[src/rtl/jtag_pkg.sv]
// jtag_pkg
//   Shared types for the JTAG master:
//     tap_ctrl_fsm_t  - the 16 IEEE 1149.1 TAP controller states (mirrored by the master)
//     master_fsm_t    - sequencing states of the master itself
//     tap_next_state  - TAP transition function, evaluated on every TCK rising edge
package jtag_pkg;

  typedef enum logic [3:0] {
    TEST_LOGIC_RESET,
    RUN_TEST_IDLE,
    SELECT_DR_SCAN,
    CAPTURE_DR,
    SHIFT_DR,
    EXIT1_DR,
    PAUSE_DR,
    EXIT2_DR,
    UPDATE_DR,
    SELECT_IR_SCAN,
    CAPTURE_IR,
    SHIFT_IR,
    EXIT1_IR,
    PAUSE_IR,
    EXIT2_IR,
    UPDATE_IR
  } tap_ctrl_fsm_t;

  typedef enum logic [1:0] {
    M_INIT,
    M_IDLE,
    M_SCAN,
    M_RSP
  } master_fsm_t;

  function automatic tap_ctrl_fsm_t tap_next_state(input tap_ctrl_fsm_t cur, input logic tms);
    tap_ctrl_fsm_t nxt;
    nxt = TEST_LOGIC_RESET;
    case (cur)
      TEST_LOGIC_RESET: nxt = tms ? TEST_LOGIC_RESET : RUN_TEST_IDLE;
      RUN_TEST_IDLE:    nxt = tms ? SELECT_DR_SCAN   : RUN_TEST_IDLE;
      SELECT_DR_SCAN:   nxt = tms ? SELECT_IR_SCAN   : CAPTURE_DR;
      CAPTURE_DR:       nxt = tms ? EXIT1_DR         : SHIFT_DR;
      SHIFT_DR:         nxt = tms ? EXIT1_DR         : SHIFT_DR;
      EXIT1_DR:         nxt = tms ? UPDATE_DR        : PAUSE_DR;
      PAUSE_DR:         nxt = tms ? EXIT2_DR         : PAUSE_DR;
      EXIT2_DR:         nxt = tms ? UPDATE_DR        : SHIFT_DR;
      UPDATE_DR:        nxt = tms ? SELECT_DR_SCAN   : RUN_TEST_IDLE;
      SELECT_IR_SCAN:   nxt = tms ? TEST_LOGIC_RESET : CAPTURE_IR;
      CAPTURE_IR:       nxt = tms ? EXIT1_IR         : SHIFT_IR;
      SHIFT_IR:         nxt = tms ? EXIT1_IR         : SHIFT_IR;
      EXIT1_IR:         nxt = tms ? UPDATE_IR        : PAUSE_IR;
      PAUSE_IR:         nxt = tms ? EXIT2_IR         : PAUSE_IR;
      EXIT2_IR:         nxt = tms ? UPDATE_IR        : SHIFT_IR;
      UPDATE_IR:        nxt = tms ? SELECT_DR_SCAN   : RUN_TEST_IDLE;
      default:          nxt = TEST_LOGIC_RESET;
    endcase
    return nxt;
  endfunction

endpackage

[src/rtl/jtag_tck_gen.sv]
// jtag_tck_gen
//   Divides clk down to TCK. While en is high TCK toggles every TCK_DIV clk cycles,
//   starting from a full low phase; while en is low TCK is held 0 and the divider restarts.
//   Ports:
//     clk, rst  - system clock, synchronous active-high reset
//     en        - run TCK
//     tck       - registered test clock
//     rise_stb  - high in the clk cycle whose edge drives tck 0->1
//     fall_stb  - high in the clk cycle whose edge drives tck 1->0
module jtag_tck_gen #(
  parameter int TCK_DIV = 4
) (
  input  logic clk,
  input  logic rst,
  input  logic en,
  output logic tck,
  output logic rise_stb,
  output logic fall_stb
);

  localparam int CW = (TCK_DIV > 1) ? $clog2(TCK_DIV) : 1;
  localparam logic [CW-1:0] LAST = CW'(TCK_DIV - 1);

  logic [CW-1:0] cnt;
  logic          wrap;

  assign wrap     = en && (cnt == LAST);
  assign rise_stb = wrap && !tck;
  assign fall_stb = wrap && tck;

  always_ff @(posedge clk) begin
    if (rst || !en) begin
      cnt <= '0;
      tck <= 1'b0;
    end else if (wrap) begin
      cnt <= '0;
      tck <= ~tck;
    end else begin
      cnt <= cnt + CW'(1);
    end
  end

endmodule

[src/rtl/jtag_tap_master.sv]
// jtag_tap_master
//   Initiator side of a JTAG link. Takes IR/DR scan commands, walks the external TAP
//   from Run-Test/Idle through Shift-xR and back, shifts cmd_data out LSB first on TDI
//   and returns the TDO bits captured during Shift-xR.
//   Ports:
//     clk, rst                       - system clock, synchronous active-high reset
//     cmd_valid/cmd_ready            - command handshake (ready only while idle)
//     cmd_ir, cmd_len, cmd_data      - scan type, bit count (clamped to MAX_BITS), TDI bits
//     rsp_valid/rsp_ready, rsp_data  - captured TDO bits, first sampled bit in bit0
//     jtag_tck/tms/tdi, jtag_tdo     - JTAG pins
//     tap_state                      - mirror of the external TAP controller state
module jtag_tap_master
  import jtag_pkg::*;
#(
  parameter int MAX_BITS = 64,
  parameter int TCK_DIV  = 4
) (
  input  logic                          clk,
  input  logic                          rst,
  input  logic                          cmd_valid,
  output logic                          cmd_ready,
  input  logic                          cmd_ir,
  input  logic [$clog2(MAX_BITS+1)-1:0] cmd_len,
  input  logic [MAX_BITS-1:0]           cmd_data,
  output logic                          rsp_valid,
  input  logic                          rsp_ready,
  output logic [MAX_BITS-1:0]           rsp_data,
  output logic                          jtag_tck,
  output logic                          jtag_tms,
  output logic                          jtag_tdi,
  input  logic                          jtag_tdo,
  output tap_ctrl_fsm_t                 tap_state
);

  localparam int LW = $clog2(MAX_BITS + 1);
  localparam int SW = $clog2(MAX_BITS + 7);
  localparam int IW = $clog2(MAX_BITS);

  master_fsm_t         state, state_next;
  logic                tck_en, rise_stb, fall_stb;
  logic                accept, in_shift, scan_done, tms_now;
  logic                ir_q;
  logic [LW-1:0]       len_q, shift_cnt, len_clamped;
  logic [SW-1:0]       step, pre_len, shift_end, total;
  logic [IW-1:0]       cap_pos;
  logic [MAX_BITS-1:0] tdi_sr;

  // INIT only starts TCK once TMS has been pulled low, so the single TLR->RTI edge
  // always sees TMS=0 even with TCK_DIV=1.
  assign tck_en = (state == M_SCAN) || ((state == M_INIT) && !jtag_tms);

  jtag_tck_gen #(.TCK_DIV(TCK_DIV)) u_tck_gen (
    .clk      (clk),
    .rst      (rst),
    .en       (tck_en),
    .tck      (jtag_tck),
    .rise_stb (rise_stb),
    .fall_stb (fall_stb)
  );

  assign len_clamped = (cmd_len > LW'(MAX_BITS)) ? LW'(MAX_BITS) : cmd_len;
  assign accept      = (state == M_IDLE) && cmd_valid && cmd_ready;
  assign in_shift    = (tap_state == SHIFT_DR) || (tap_state == SHIFT_IR);
  assign cap_pos     = IW'(len_q - shift_cnt);

  // TMS for the rising edge numbered 'step': preamble (DR 1,0,0 / IR 1,1,0,0),
  // len shift edges with TMS=1 only on the last, then 1,0 back to Run-Test/Idle.
  always_comb begin
    pre_len   = ir_q ? SW'(4) : SW'(3);
    shift_end = pre_len + SW'(len_q);
    total     = shift_end + SW'(2);
    tms_now   = 1'b0;
    if (step == '0)
      tms_now = 1'b1;
    else if (step < pre_len)
      tms_now = ir_q && (step == SW'(1));
    else if (step < shift_end)
      tms_now = (step == shift_end - SW'(1));
    else if (step == shift_end)
      tms_now = 1'b1;
  end

  // The scan ends on the falling edge after its last rising edge so TCK idles low.
  assign scan_done = fall_stb && (step == total);

  always_ff @(posedge clk) begin
    if (rst) state <= M_INIT;
    else     state <= state_next;
  end

  always_comb begin
    state_next = state;
    case (state)
      M_INIT: if (fall_stb) state_next = M_IDLE;
      M_IDLE: if (accept) state_next = (len_clamped == '0) ? M_RSP : M_SCAN;
      M_SCAN: if (scan_done) state_next = M_RSP;
      M_RSP:  if (rsp_valid && rsp_ready) state_next = M_IDLE;
      default: state_next = M_INIT;
    endcase
  end

  always_ff @(posedge clk) begin
    if (rst) begin
      cmd_ready <= 1'b0;
      rsp_valid <= 1'b0;
      rsp_data  <= '0;
      jtag_tms  <= 1'b1;
      jtag_tdi  <= 1'b0;
      tap_state <= TEST_LOGIC_RESET;
      ir_q      <= 1'b0;
      len_q     <= '0;
      shift_cnt <= '0;
      step      <= '0;
      tdi_sr    <= '0;
    end else begin
      cmd_ready <= (state_next == M_IDLE);
      rsp_valid <= (state_next == M_RSP);

      if (state == M_INIT)
        jtag_tms <= 1'b0;

      // First low phase of a scan: present TMS/TDI for edge 0 right away.
      if (accept) begin
        ir_q      <= cmd_ir;
        len_q     <= len_clamped;
        shift_cnt <= len_clamped;
        step      <= '0;
        tdi_sr    <= cmd_data;
        rsp_data  <= '0;
        jtag_tms  <= (len_clamped != '0);
        jtag_tdi  <= (len_clamped != '0) && cmd_data[0];
      end

      if (rise_stb) begin
        tap_state <= tap_next_state(tap_state, jtag_tms);
        if (state == M_SCAN) begin
          step <= step + SW'(1);
          if (in_shift && (shift_cnt != '0)) begin
            rsp_data[cap_pos] <= jtag_tdo;
            shift_cnt         <= shift_cnt - LW'(1);
            tdi_sr            <= tdi_sr >> 1;
          end
        end
      end

      if (fall_stb && (state == M_SCAN)) begin
        if (scan_done) begin
          jtag_tms <= 1'b0;
          jtag_tdi <= 1'b0;
        end else begin
          jtag_tms <= tms_now;
          jtag_tdi <= tdi_sr[0];
        end
      end
    end
  end

endmodule

[config.mk]
export PLATFORM = sky130hd
export DESIGN_NAME = jtag_tap_master
export DESIGN_NICKNAME = d
export VERILOG_FILES = /design/src/rtl/jtag_pkg.sv /design/src/rtl/jtag_tck_gen.sv /design/src/rtl/jtag_tap_master.sv
export SDC_FILE = /design/constraint.sdc
export NUM_CORES = 1
export LEC_CHECK = 0
export ABC_AREA = 1
export CELL_PAD_IN_SITES_DETAIL_PLACEMENT = 0
export CELL_PAD_IN_SITES_GLOBAL_PLACEMENT = 1
export CORE_UTILIZATION = 42
export CTS_BUF_LIST = sky130_fd_sc_hd__clkbuf_4
export CTS_CLUSTER_SIZE = 20
export DETAILED_ROUTE_END_ITERATION = 12
export PLACE_DENSITY = 0.87
export SETUP_SLACK_MARGIN = 0.4
export SYNTH_ARGS = -nofsm -noshare
export SYNTH_HDL_FRONTEND = slang
export SYNTH_SLANG_ARGS = --single-unit
[constraint.sdc]
create_clock -name clk -period 4.4 [get_ports clk]
set_input_delay 1.32 -clock clk [delete_from_list [all_inputs] [get_ports clk]]
set_output_delay 1.32 -clock clk [all_outputs]
set_load 0.01 [all_outputs]
### Word-level counts from Yosys, hierarchy flattened

Cells that the tools add are included.

| storage, ports and cells | value |
|---|---|
| register bits after elaboration | 163 |
| logic and storage cells | 134 |
| bits of input ports | 77 |

| operators by class | value |
|---|---|
| $add $sub $neg | 7 |
| order comparisons | 5 |
| muxes and demuxes | 51 |
| bitwise operators | 1 |
| reduce and logical (&&, ||, !) cells | 31 |
| eq/ne operators | 25 |

Operators with widths:

| kind | count |
|---|---|
| 2-to-1 mux 64 bit | 9 |
| bitwise mux 64 bit | 1 |
| 2-to-1 mux 7 bit | 8 |
| one-hot mux 4 bit (12 select lines) | 1 |
| == test 4 bit, second input constant | 8 |
| == test 7 bit | 3 |
| == test 4 x 3 -> 1 bit, second input constant | 4 |
| 2-to-1 mux 1 bit | 16 |
| 2-to-1 mux 4 bit | 4 |
| logical NOT 7 bit | 2 |
| 2-to-1 mux 2 bit | 7 |
| nonzero test 7 bit | 2 |
| subtractor 7 x 1 -> 7 bit, second input constant | 2 |
| logical AND 1 bit | 13 |
| 2-to-1 mux 3 bit | 3 |
| == test 2 bit, second input constant | 4 |
| == test 4 x 2 -> 1 bit, second input constant | 2 |
| one-hot mux 2 bit (4 select lines) | 1 |
| adder 3 x 7 -> 7 bit | 1 |
| adder 7 x 1 -> 7 bit, second input constant | 1 |
| adder 7 x 2 -> 7 bit, second input constant | 1 |
| == test 7 x 1 -> 1 bit, second input constant | 1 |
| greater-than comparator 7 bit, second input constant | 1 |
| less-than comparator 6 x 7 -> 1 bit, second input constant | 1 |
| 17 further kinds | 24 |

### Longest topological paths before layout

Gate-level depths: netlist of run 1.

| logic depth | value |
|---|---|
| depth after elaboration | 9 |
| depth in mapped cells | 22 |
| depth with buffers taken out | 22 |

### Cells and area by module

From an unflattened synthesis of run 1, not the netlist that was laid out.

| unflattened totals | value |
|---|---|
| cell total of the unflattened synthesis | 1267 |
| area total of the unflattened synthesis | 8753.4 um^2 |

By module, submodules not included:

| module | area each (um^2) | cells each | times used | sequential area each (um^2) |
|---|---|---|---|---|
| jtag_tap_master | 8625.8 | 1249 | 1 | 3203.1 |
| jtag_tck_gen | 127.6 | 18 | 1 | 60.1 |

### Least setup slack after synthesis of run 1

OpenSTA, ideal clock, no wires.

| path | value |
|---|---|
| kind | reg-to-reg |
| start | reg ir_q |
| end | reg jtag_tms |
| data required time | 4.281 ns |
| stages on the path, launching flop included | 20 |
| setup slack | 1.897 ns |
| data arrival time | 2.383 ns |
| setup time | 0.119 ns |
| path buffers | 0 |
| period minus slack after synthesis | 2.503 ns |
| path through | dfxtp_1 > inv_1 > ha_1 > inv_1 > fa_1 > inv_1 > nand2_1 > nand2_1 > ha_1 > nand2_1 > nor2_1 > a211oi_1 > nand3b_1 > nand2_1 > nand2_1 > nand3_1 > nand2_1 > nand2_1 > nand2_1 > nand3_1 |

| on the way | value |
|---|---|
| cells in the longest elaborated chain, start to end | 9 |

RTL lines:

| element | RTL line | text |
|---|---|---|
| from (decl) | jtag_tap_master.sv:42 | `logic ir_q;` |
| from (signal assigned) | jtag_tap_master.sv:124 | `ir_q <= cmd_ir;` |
| 2-to-1 mux 3 bit | jtag_tap_master.sv:69 | `pre_len = ir_q ? SW'(4) : SW'(3);` |
| adder 3 x 7 -> 7 bit | jtag_tap_master.sv:70 | `shift_end = pre_len + SW'(len_q);` |
| subtractor 7 x 1 -> 7 bit or == test 7 bit (tied branches) | jtag_tap_master.sv:78, jtag_tap_master.sv:79 |  |
| == test 7 bit or 2-to-1 mux 1 bit (tied branches) | jtag_tap_master.sv:78, jtag_tap_master.sv:79 |  |
| 2-to-1 mux 1 bit | jtag_tap_master.sv:77 | `else if (step < shift_end)` |
| 2-to-1 mux 1 bit | jtag_tap_master.sv:75 | `else if (step < pre_len)` |
| 2-to-1 mux 1 bit | jtag_tap_master.sv:73 | `if (step == '0)` |
| 2-to-1 mux 1 bit (*) | jtag_tap_master.sv:147 | `if (scan_done) begin` |
| 2-to-1 mux 1 bit (*) | jtag_tap_master.sv:146 | `if (fall_stb && (state == M_SCAN)) begin` |
| to (signal assigned) | jtag_tap_master.sv:130 | `jtag_tms <= (len_clamped != '0);` |
| to (signal assigned) | jtag_tap_master.sv:151 | `jtag_tms <= tms_now;` |
| to (decl) | jtag_tap_master.sv:29 | `output logic jtag_tms,` |

Every way passes the cells marked *; elsewhere a longest branch is shown, timed or not.
A chain may end at the register's enable or synchronous reset.

### Worst setup path after layout of run 1

| path | value |
|---|---|
| start | reg ir_q |
| end | reg rsp_valid |

| on the way | value |
|---|---|
| cells in the longest elaborated chain, start to end | 8 |

RTL lines:

| element | RTL line | text |
|---|---|---|
| 2-to-1 mux 3 bit | jtag_tap_master.sv:69 |  |
| adder 3 x 7 -> 7 bit | jtag_tap_master.sv:70 |  |
| adder 7 x 2 -> 7 bit | jtag_tap_master.sv:71 | `total = shift_end + SW'(2);` |
| == test 7 bit | jtag_tap_master.sv:84 | `assign scan_done = fall_stb && (step == total);` |
| logical AND 1 bit | jtag_tap_master.sv:84 |  |
| 2-to-1 mux 2 bit | jtag_tap_master.sv:96 | `M_SCAN: if (scan_done) state_next = M_RSP;` |
| one-hot mux 2 bit (4 select lines) | jtag_tap_master.sv:93 | `case (state)` |
| == test 2 bit | jtag_tap_master.sv:117 | `rsp_valid <= (state_next == M_RSP);` |
| to (signal assigned) | jtag_tap_master.sv:117 |  |
| to (decl) | jtag_tap_master.sv:25 | `output logic rsp_valid,` |

No other way between the ends.

==> impl_metrics.json, run 1 <==
{
  "die_x_um": 146,
  "cts.reportedPaths.clkPinSlew_ns": 0.15,
  "gp_congestion": 0.859,
  "post_route_cells_drive_above_1_share_pct": 5.70,
  "holdCritPathClass": "flip-flop to flip-flop",
  "met2WireLength_um": 10600,
  "max_freq_ghz": 0.323,
  "pin_count_of_the_biggest_net_entering_global_routing": 124,
  "drtAntennaViolNets": 0,
  "synth_seq_area_share_pct": 37.3,
  "fin_area_um2": 10600,
  "r2r_cells": 15,
  "crit_slowest_cell": "sky130_fd_sc_hd__dfxtp_1",
  "flow.area_growth_from_synthesis_pct": 21.5,
  "global_route.usage.total_pct": 21.1,
  "clock_buffer_count_from_cts": 17,
  "vdd_ir_drop_max_uv": 127,
  "number_of_cells_upsized_or_downsized_after_cts": 0,
  "synth_edf_count": 0,
  "cp_slowest_stage_delay_ns": 0.42,
  "crit_required_ns": 4.90,
  "crit_end_element": "flip-flop",
  "number_of_input_and_output_port_buffers_inserted": 149,
  "grt_pass1_wl_um": 36800,
  "element_type_at_the_critical_path_start": "flip-flop",
  "placeableCoreArea_um2": 20300,
  "crit_family": "adder cells",
  "root_buffer": "sky130_fd_sc_hd__clkbuf_4",
  "outcome": "finished clean",
  "drt_pre_antenna_iters": 4,
  "top_layer": "met4",
  "die_y_um": 146,
  "dpl_cell_area_um2": 10400,
  "post_dr_wirelength_cell_um": 13.4,
  "finalWorstPathRequiredPeriod_ns": 3.10,
  "die_outline_area_um2": 21400,
  "drc_errors": 0,
  "yosysUniqueCellTypes": 49,
  "final_core_util_pct": 52.3,
  "power-per-cell-area_nw_per_um2": 233,
  "synth_seq_cells": 163,
  "rrSetupSlack_ns": 1.30,
  "numClockSinks": 163,
  "met3_wl_post_dr_um": 941,
  "floorplan.rows": 52,
  "highest_count_cells_in_the_layout_ignoring_fill_and_taps": "275 x sky130_fd_sc_hd__nand2_1, 163 x sky130_fd_sc_hd__dfxtp_1, 155 x sky130_fd_sc_hd__o21ai_0",
  "async_flop_share_pct": 0,
  "crit_path_max_fanout": 6,
  "syn_inst": 1283,
  "grt_antenna_before_repair": 1,
  "critical_path.cell_chain": "inv_1 > ha_1 > inv_1 > fa_1 > inv_1 > nand2_1 > nand2_1 > ha_1 > a211oi_1 > nand3_1 > a21oi_1 > nand3_1 > o21ai_1 > nand2_1 > nor2_1",
  "synthDominantCellAreaShare_pct": 37.3,
  "worst_hold_stages": 1,
  "cp_num_buf_inv": 3,
  "slew-limit-headroom_pct": 24.7,
  "initial_utilization_pct": 43.1,
  "synth_area_um2": 8740,
  "drtIter0Drc": 500,
  "yosys_most_used_dff": "sky130_fd_sc_hd__dfxtp_1",
  "final.setup_skew_ns": 0.0241,
  "design.portCount": 150,
  "via_count_of_the_first_global_routing_pass": 7376,
  "post_cts_buffers": 0,
  "drv_cap": 0,
  "layout.filler_cells": 2009,
  "setup-violations-final": 0,
  "synthDominantAreaCellType": "sky130_fd_sc_hd__dfxtp_1",
  "layout.nets": 1493,
  "post_cts_hold_buffer_count": 0,
  "finalHoldViolCount": 0,
  "cp.arrival_ns": 3.60,
  "hold-path-endpoint": "u_tck_gen.cnt[0]",
  "setup-tns-final_ns": 0,
  "final.period_utilization_pct": 70.5,
  "worstSkewPairLatency_ns": 0.57,
  "grt_setup_unrepaired": "false",
  "h-tree-depth": 4,
  "routedLengthMet1_um": 10800,
  "cts-root-to-sink-buffers": 2,
  "post_synth_main_area_contributors": "sky130_fd_sc_hd__dfxtp_1 37%, sky130_fd_sc_hd__nand2_1 12%, sky130_fd_sc_hd__o21ai_0 8.9%, sky130_fd_sc_hd__a21oi_1 8.6%, sky130_fd_sc_hd__inv_1 6.6%",
  "layout_commonest_cell": "sky130_fd_sc_hd__nand2_1",
  "hp-start": "u_tck_gen.cnt[0]",
  "worst_r2r_endpoint": "rsp_valid",
  "postRouteWirelength_um": 22500,
  "globalRouteOverflowTotal": 0,
  "mappedNetlistNets": 1385,
  "synthesis.area_per_instance_um2": 6.82,
  "power.leakage_nw": 3.93,
  "cts_tree": "yes",
  "vias": 8397,
  "worst_slack_on_hold_paths_ns": 0.430,
  "r2r-start": "ir_q",
  "worst_pin_slew_ns": 1.13,
  "synth_warnings": 0,
  "route.detailed.vias_per_inst": 5.01,
  "worst-setup-path-type": "flip-flop to flip-flop",
  "timing_max_transition_violations_final": 0,
  "dp_hpwl_um": 15500
}
worst max-delay path by stage:
stage                          from    endpoint  slack [ns]  cells after the start
after floorplan                ir_q    jtag_tms        1.90                     19
after global placement    cmd_valid  tdi_sr[35]        0.94                      7
after detailed placement  cmd_valid  tdi_sr[28]        0.90                      8
after CTS                      ir_q   cmd_ready        1.28                     15
after global routing           ir_q   rsp_valid        1.09                     15
final                          ir_q   rsp_valid        1.30                     15
through the flow:
step,setup WS (ns),std cells,power (mW)
floorplan,1.90,1283,1.57
global placement,0.943,1642,1.65
detailed placement,0.896,1642,1.65
CTS,1.28,1674,2.51
global route,1.09,1675,2.58
finish,1.30,1675,2.47
final cells by class:
class / instances / area (um2) / area share (%)
Antenna cell: 1 / 2.50 / 0.0235
Clock buffer: 17 / 128 / 1.20
Clock inverter: 15 / 134 / 1.26
Inverter: 163 / 616 / 5.79
Multi-Input combinational cell: 890 / 4580 / 43.1
Sequential cell: 163 / 3260 / 30.7
Tap cell: 270 / 338 / 3.18
Timing Repair Buffer: 156 / 1560 / 14.7
synth_stat cells, types with 4 or more instances:
cell type / instances
sky130_fd_sc_hd__nor2_1: 72
sky130_fd_sc_hd__ha_1: 23
sky130_fd_sc_hd__inv_1: 154
sky130_fd_sc_hd__buf_1: 8
sky130_fd_sc_hd__buf_4: 4
sky130_fd_sc_hd__a22oi_1: 9
sky130_fd_sc_hd__nor3_1: 18
sky130_fd_sc_hd__xnor2_1: 4
sky130_fd_sc_hd__clkbuf_1: 35
sky130_fd_sc_hd__o21ai_0: 155
sky130_fd_sc_hd__dfxtp_1: 163
sky130_fd_sc_hd__nor2_2: 4
sky130_fd_sc_hd__xor2_1: 8
sky130_fd_sc_hd__a31oi_1: 9
sky130_fd_sc_hd__nor2_4: 7
sky130_fd_sc_hd__nand3_1: 53
sky130_fd_sc_hd__inv_2: 8
sky130_fd_sc_hd__buf_2: 19
sky130_fd_sc_hd__nor4_1: 5
sky130_fd_sc_hd__nand2_1: 275
sky130_fd_sc_hd__nand4_1: 6
sky130_fd_sc_hd__a21oi_1: 151
sky130_fd_sc_hd__o21ai_1: 51
sky130_fd_sc_hd__nor2_8: 5
routing by layer:
metal | GRT usage (%) | vias up
met5 | 0 | -
met4 | 5.63 | 0
met3 | 3.84 | 14
met2 | 34.2 | 161
met1 | 28.6 | 3779
li1 | - | 4443
logic make-up after synthesis:
logic type / Yosys count / share of synthesized area (%)
buffers and inverters: 230 / 10.4
DFF: 163 / 37.3
AOI/OAI and AO/OA: 396 / 23.8
adders and majority gates: 25 / 3.75
and+or+nand+nor: 456 / 23.3
xor gates and xnor gates: 13 / 1.39
sequential cells by signal (all words and copies together) (netlist names), 2 cells and up:
signal / count
step: 7
u_tck_gen.cnt: 2
tdi_sr: 64
rsp_data: 64
tap_state: 4
len_q: 7
state: 2
shift_cnt: 7
worst register-to-register path, cell delays in order, from the launching register on:
cell	delay, ns
sky130_fd_sc_hd__dfxtp_1	0.42
sky130_fd_sc_hd__inv_1	0.17
sky130_fd_sc_hd__ha_1	0.22
sky130_fd_sc_hd__inv_1	0.07
sky130_fd_sc_hd__fa_1	0.38
sky130_fd_sc_hd__inv_1	0.10
sky130_fd_sc_hd__nand2_1	0.07
sky130_fd_sc_hd__nand2_1	0.20
sky130_fd_sc_hd__ha_1	0.29
sky130_fd_sc_hd__a211oi_1	0.27
sky130_fd_sc_hd__nand3_1	0.11
sky130_fd_sc_hd__a21oi_1	0.23
sky130_fd_sc_hd__nand3_1	0.15
sky130_fd_sc_hd__o21ai_1	0.16
sky130_fd_sc_hd__nand2_1	0.10
sky130_fd_sc_hd__nor2_1	0.10
report_power, final:
| group | switching, mW | total, mW | internal [mW] |
|---|---|---|---|
| sequential | 0.00353 | 1.48 | 1.48 |
| clock | 0.569 | 0.853 | 0.283 |
| combinational | 0.0618 | 0.138 | 0.0758 |
| total | 0.635 | 2.47 | 1.84 |
Power figures use the tool's default switching activity.
==> run 2: changes to the inputs <==
--- a/config.mk
+++ b/config.mk
@@ -8,11 +8,11 @@
 export ABC_AREA = 1
 export CELL_PAD_IN_SITES_DETAIL_PLACEMENT = 0
 export CELL_PAD_IN_SITES_GLOBAL_PLACEMENT = 1
-export CORE_UTILIZATION = 42
+export CORE_UTILIZATION = 35
 export CTS_BUF_LIST = sky130_fd_sc_hd__clkbuf_4
 export CTS_CLUSTER_SIZE = 20
 export DETAILED_ROUTE_END_ITERATION = 12
-export PLACE_DENSITY = 0.87
+export PLACE_DENSITY = 0.77
 export SETUP_SLACK_MARGIN = 0.4
 export SYNTH_ARGS = -nofsm -noshare
 export SYNTH_HDL_FRONTEND = slang
==> constraint.sdc (replaced) <==
create_clock -name clk -period 2.85 [get_ports clk]
set_input_delay 0.855 -clock clk [delete_from_list [all_inputs] [get_ports clk]]
set_output_delay 0.855 -clock clk [all_outputs]
set_load 0.01 [all_outputs]
==> run 2 against run 1 <==
Worst hold slack better by 0.010 ns. Largest cell class unchanged. Global-route usage down 2.2 points. Die area up 20%.
==> impl_metrics.json, run 2 (synthesis gave the netlist of run 1 again) <==
{
  "dpl_cell_area_um2": 10600,
  "layout_commonest_cell": "sky130_fd_sc_hd__nand2_1",
  "power_internal_mw": 2.95,
  "cts.reportedPaths.clkPinSlew_ns": 0.16,
  "h-tree-depth": 4,
  "timing_max_transition_violations_final": 0,
  "slew-limit-headroom_pct": 66.9,
  "element_type_at_the_critical_path_start": "flip-flop",
  "floorplan.rows": 57,
  "initial_utilization_pct": 35.9,
  "globalRouteOverflowTotal": 0,
  "vdd_ir_drop_max_uv": 194,
  "global_route.usage.total_pct": 18.9,
  "power_frac_comb_pct": 5.9,
  "placeableCoreArea_um2": 24400,
  "grt_setup_unrepaired": "true",
  "post_dr_wirelength_cell_um": 14.2,
  "p_sw_mw": 0.991,
  "vias": 8657,
  "die_y_um": 160,
  "multi_input_comb_area_um2": 4970,
  "number_of_input_and_output_port_buffers_inserted": 149,
  "crit_path_max_fanout": 4,
  "cts_tree": "yes",
  "clkPwrFrac_pct": 36.1,
  "final.setup_skew_ns": 0.0332,
  "drv_cap": 0,
  "max_freq_ghz": 0.408,
  "route.detailed.vias_per_inst": 4.89,
  "drt_pre_antenna_iters": 5,
  "drc_errors": 0,
  "p_seq_share_pct": 58.0,
  "dp_cells": 1715,
  "layout.filler_cells": 2558,
  "die_outline_area_um2": 25600,
  "holdCritPathClass": "flip-flop to flip-flop",
  "post_route_cells_drive_above_1_share_pct": 15.8,
  "outcome": "finished clean",
  "post_cts_hold_buffer_count": 0,
  "worst_slack_on_hold_paths_ns": 0.441,
  "worstSkewPairLatency_ns": 0.57,
  "dp_worst_setup_slack_ns": 0.208,
  "drtAntennaViolNets": 0,
  "finalHoldViolCount": 0,
  "root_buffer": "sky130_fd_sc_hd__clkbuf_4",
  "power.switching_fraction_pct": 25.2,
  "setup-tns-final_ns": 0,
  "numClockSinks": 163,
  "cts-root-to-sink-buffers": 2,
  "pin_count_of_the_biggest_net_entering_global_routing": 126,
  "registers_with_the_highest_flip_flop_counts": "rsp_data x64, tdi_sr x64",
  "worst_pin_slew_ns": 0.496,
  "via_count_of_the_first_global_routing_pass": 7835,
  "gp_congestion": 0.881,
  "grt_pass1_wl_um": 39400,
  "layout.nets": 1537,
  "power.leakage_nw": 4.35,
  "flow.area_growth_from_synthesis_pct": 32.7,
  "fin_area_um2": 11600,
  "worst-setup-path-type": "flip-flop to flip-flop",
  "clock_buffer_count_from_cts": 17,
  "design.portCount": 150,
  "cp.arrival_ns": 2.93,
  "grt_antenna_before_repair": 1,
  "seqCellArea_um2": 3290,
  "drtIter0Drc": 484,
  "final.period_utilization_pct": 86.0,
  "highest_count_cells_in_the_layout_ignoring_fill_and_taps": "246 x sky130_fd_sc_hd__nand2_1, 149 x sky130_fd_sc_hd__a21oi_1, 148 x sky130_fd_sc_hd__dfxtp_1",
  "final-instance-count-excl-fill": 1772,
  "setup-violations-final": 0,
  "power-per-cell-area_nw_per_um2": 340,
  "postRouteWirelength_um": 25100,
  "dp_hpwl_um": 16700,
  "crit_required_ns": 3.33,
  "setup_slack_ns": 0.398,
  "crit_end_element": "flip-flop",
  "finalWorstPathRequiredPeriod_ns": 2.45,
  "die_x_um": 160
}
[run 2: repair_timing]
item	4_1_cts	5_1_grt
pin swaps	13	35
gates cloned	0	3
resized for setup	27	110
setup buffers	6	16
hold endpoints to repair	0	0
endpoints found under the setup margin	13	143
[run 2: worst paths after layout]
check | to | start | slack [ns] | cells after the start
setup reg to reg | jtag_tms | ir_q | 0.40 | 14
hold reg to reg | u_tck_gen.cnt[0] | u_tck_gen.cnt[0] | 0.44 | 1
setup / recovery | jtag_tms | ir_q | 0.40 | 14
hold / removal | u_tck_gen.cnt[0] | u_tck_gen.cnt[0] | 0.44 | 1
[run 2: area by class of cell]
class | count | area share [%]
clock inverters | 13 | 1.27
diodes | 1 | 0.0216
multi-input cells | 891 | 42.8
repair buffers | 199 | 17.4
inverters | 163 | 5.39
well taps | 324 | 3.49
flip-flops and latches | 163 | 28.4
clock buffers | 18 | 1.16
[run 2: power by group through the flow]
stage               clock network (mW)  logic [mW]  registers (mW)
floorplan                            0      0.0779            2.34
global placement                     0       0.226            2.34
detailed placement                   0       0.225            2.34
CTS                               1.47       0.225            2.29
global route                      1.57       0.254            2.29
finish                            1.42       0.234            2.28
[run 2: worst max-delay path, cell delays in order, from the launching register on]
cell	delay [ns]
sky130_fd_sc_hd__dfxtp_2	0.35
sky130_fd_sc_hd__inv_2	0.07
sky130_fd_sc_hd__ha_4	0.13
sky130_fd_sc_hd__inv_2	0.03
sky130_fd_sc_hd__fa_2	0.62
sky130_fd_sc_hd__buf_6	0.13
sky130_fd_sc_hd__ha_4	0.20
sky130_fd_sc_hd__a211oi_2	0.15
sky130_fd_sc_hd__nand3_1	0.10
sky130_fd_sc_hd__a21oi_2	0.18
sky130_fd_sc_hd__buf_4	0.13
sky130_fd_sc_hd__buf_4	0.08
sky130_fd_sc_hd__a31oi_1	0.06
sky130_fd_sc_hd__nand2_1	0.08
sky130_fd_sc_hd__nand3_1	0.06
[run 2: metal layers]
metal  vias to the layer above  share of wire (%)  track usage, %
met5                         -                  0               0
met3                        24                3.1            3.22
li1                       4537                  -               -
met2                       147                 48            31.0
met1                      3949                 48            25.6
met4                         0                1.3            4.46
[run 2: through the flow]
step / util [%] / total power [mW]
global route: 47.6 / 4.11
CTS: 45.3 / 3.98
floorplan: - / 2.42
global placement: 43.5 / 2.57
finish: 47.6 / 3.94
detailed placement: 43.5 / 2.56
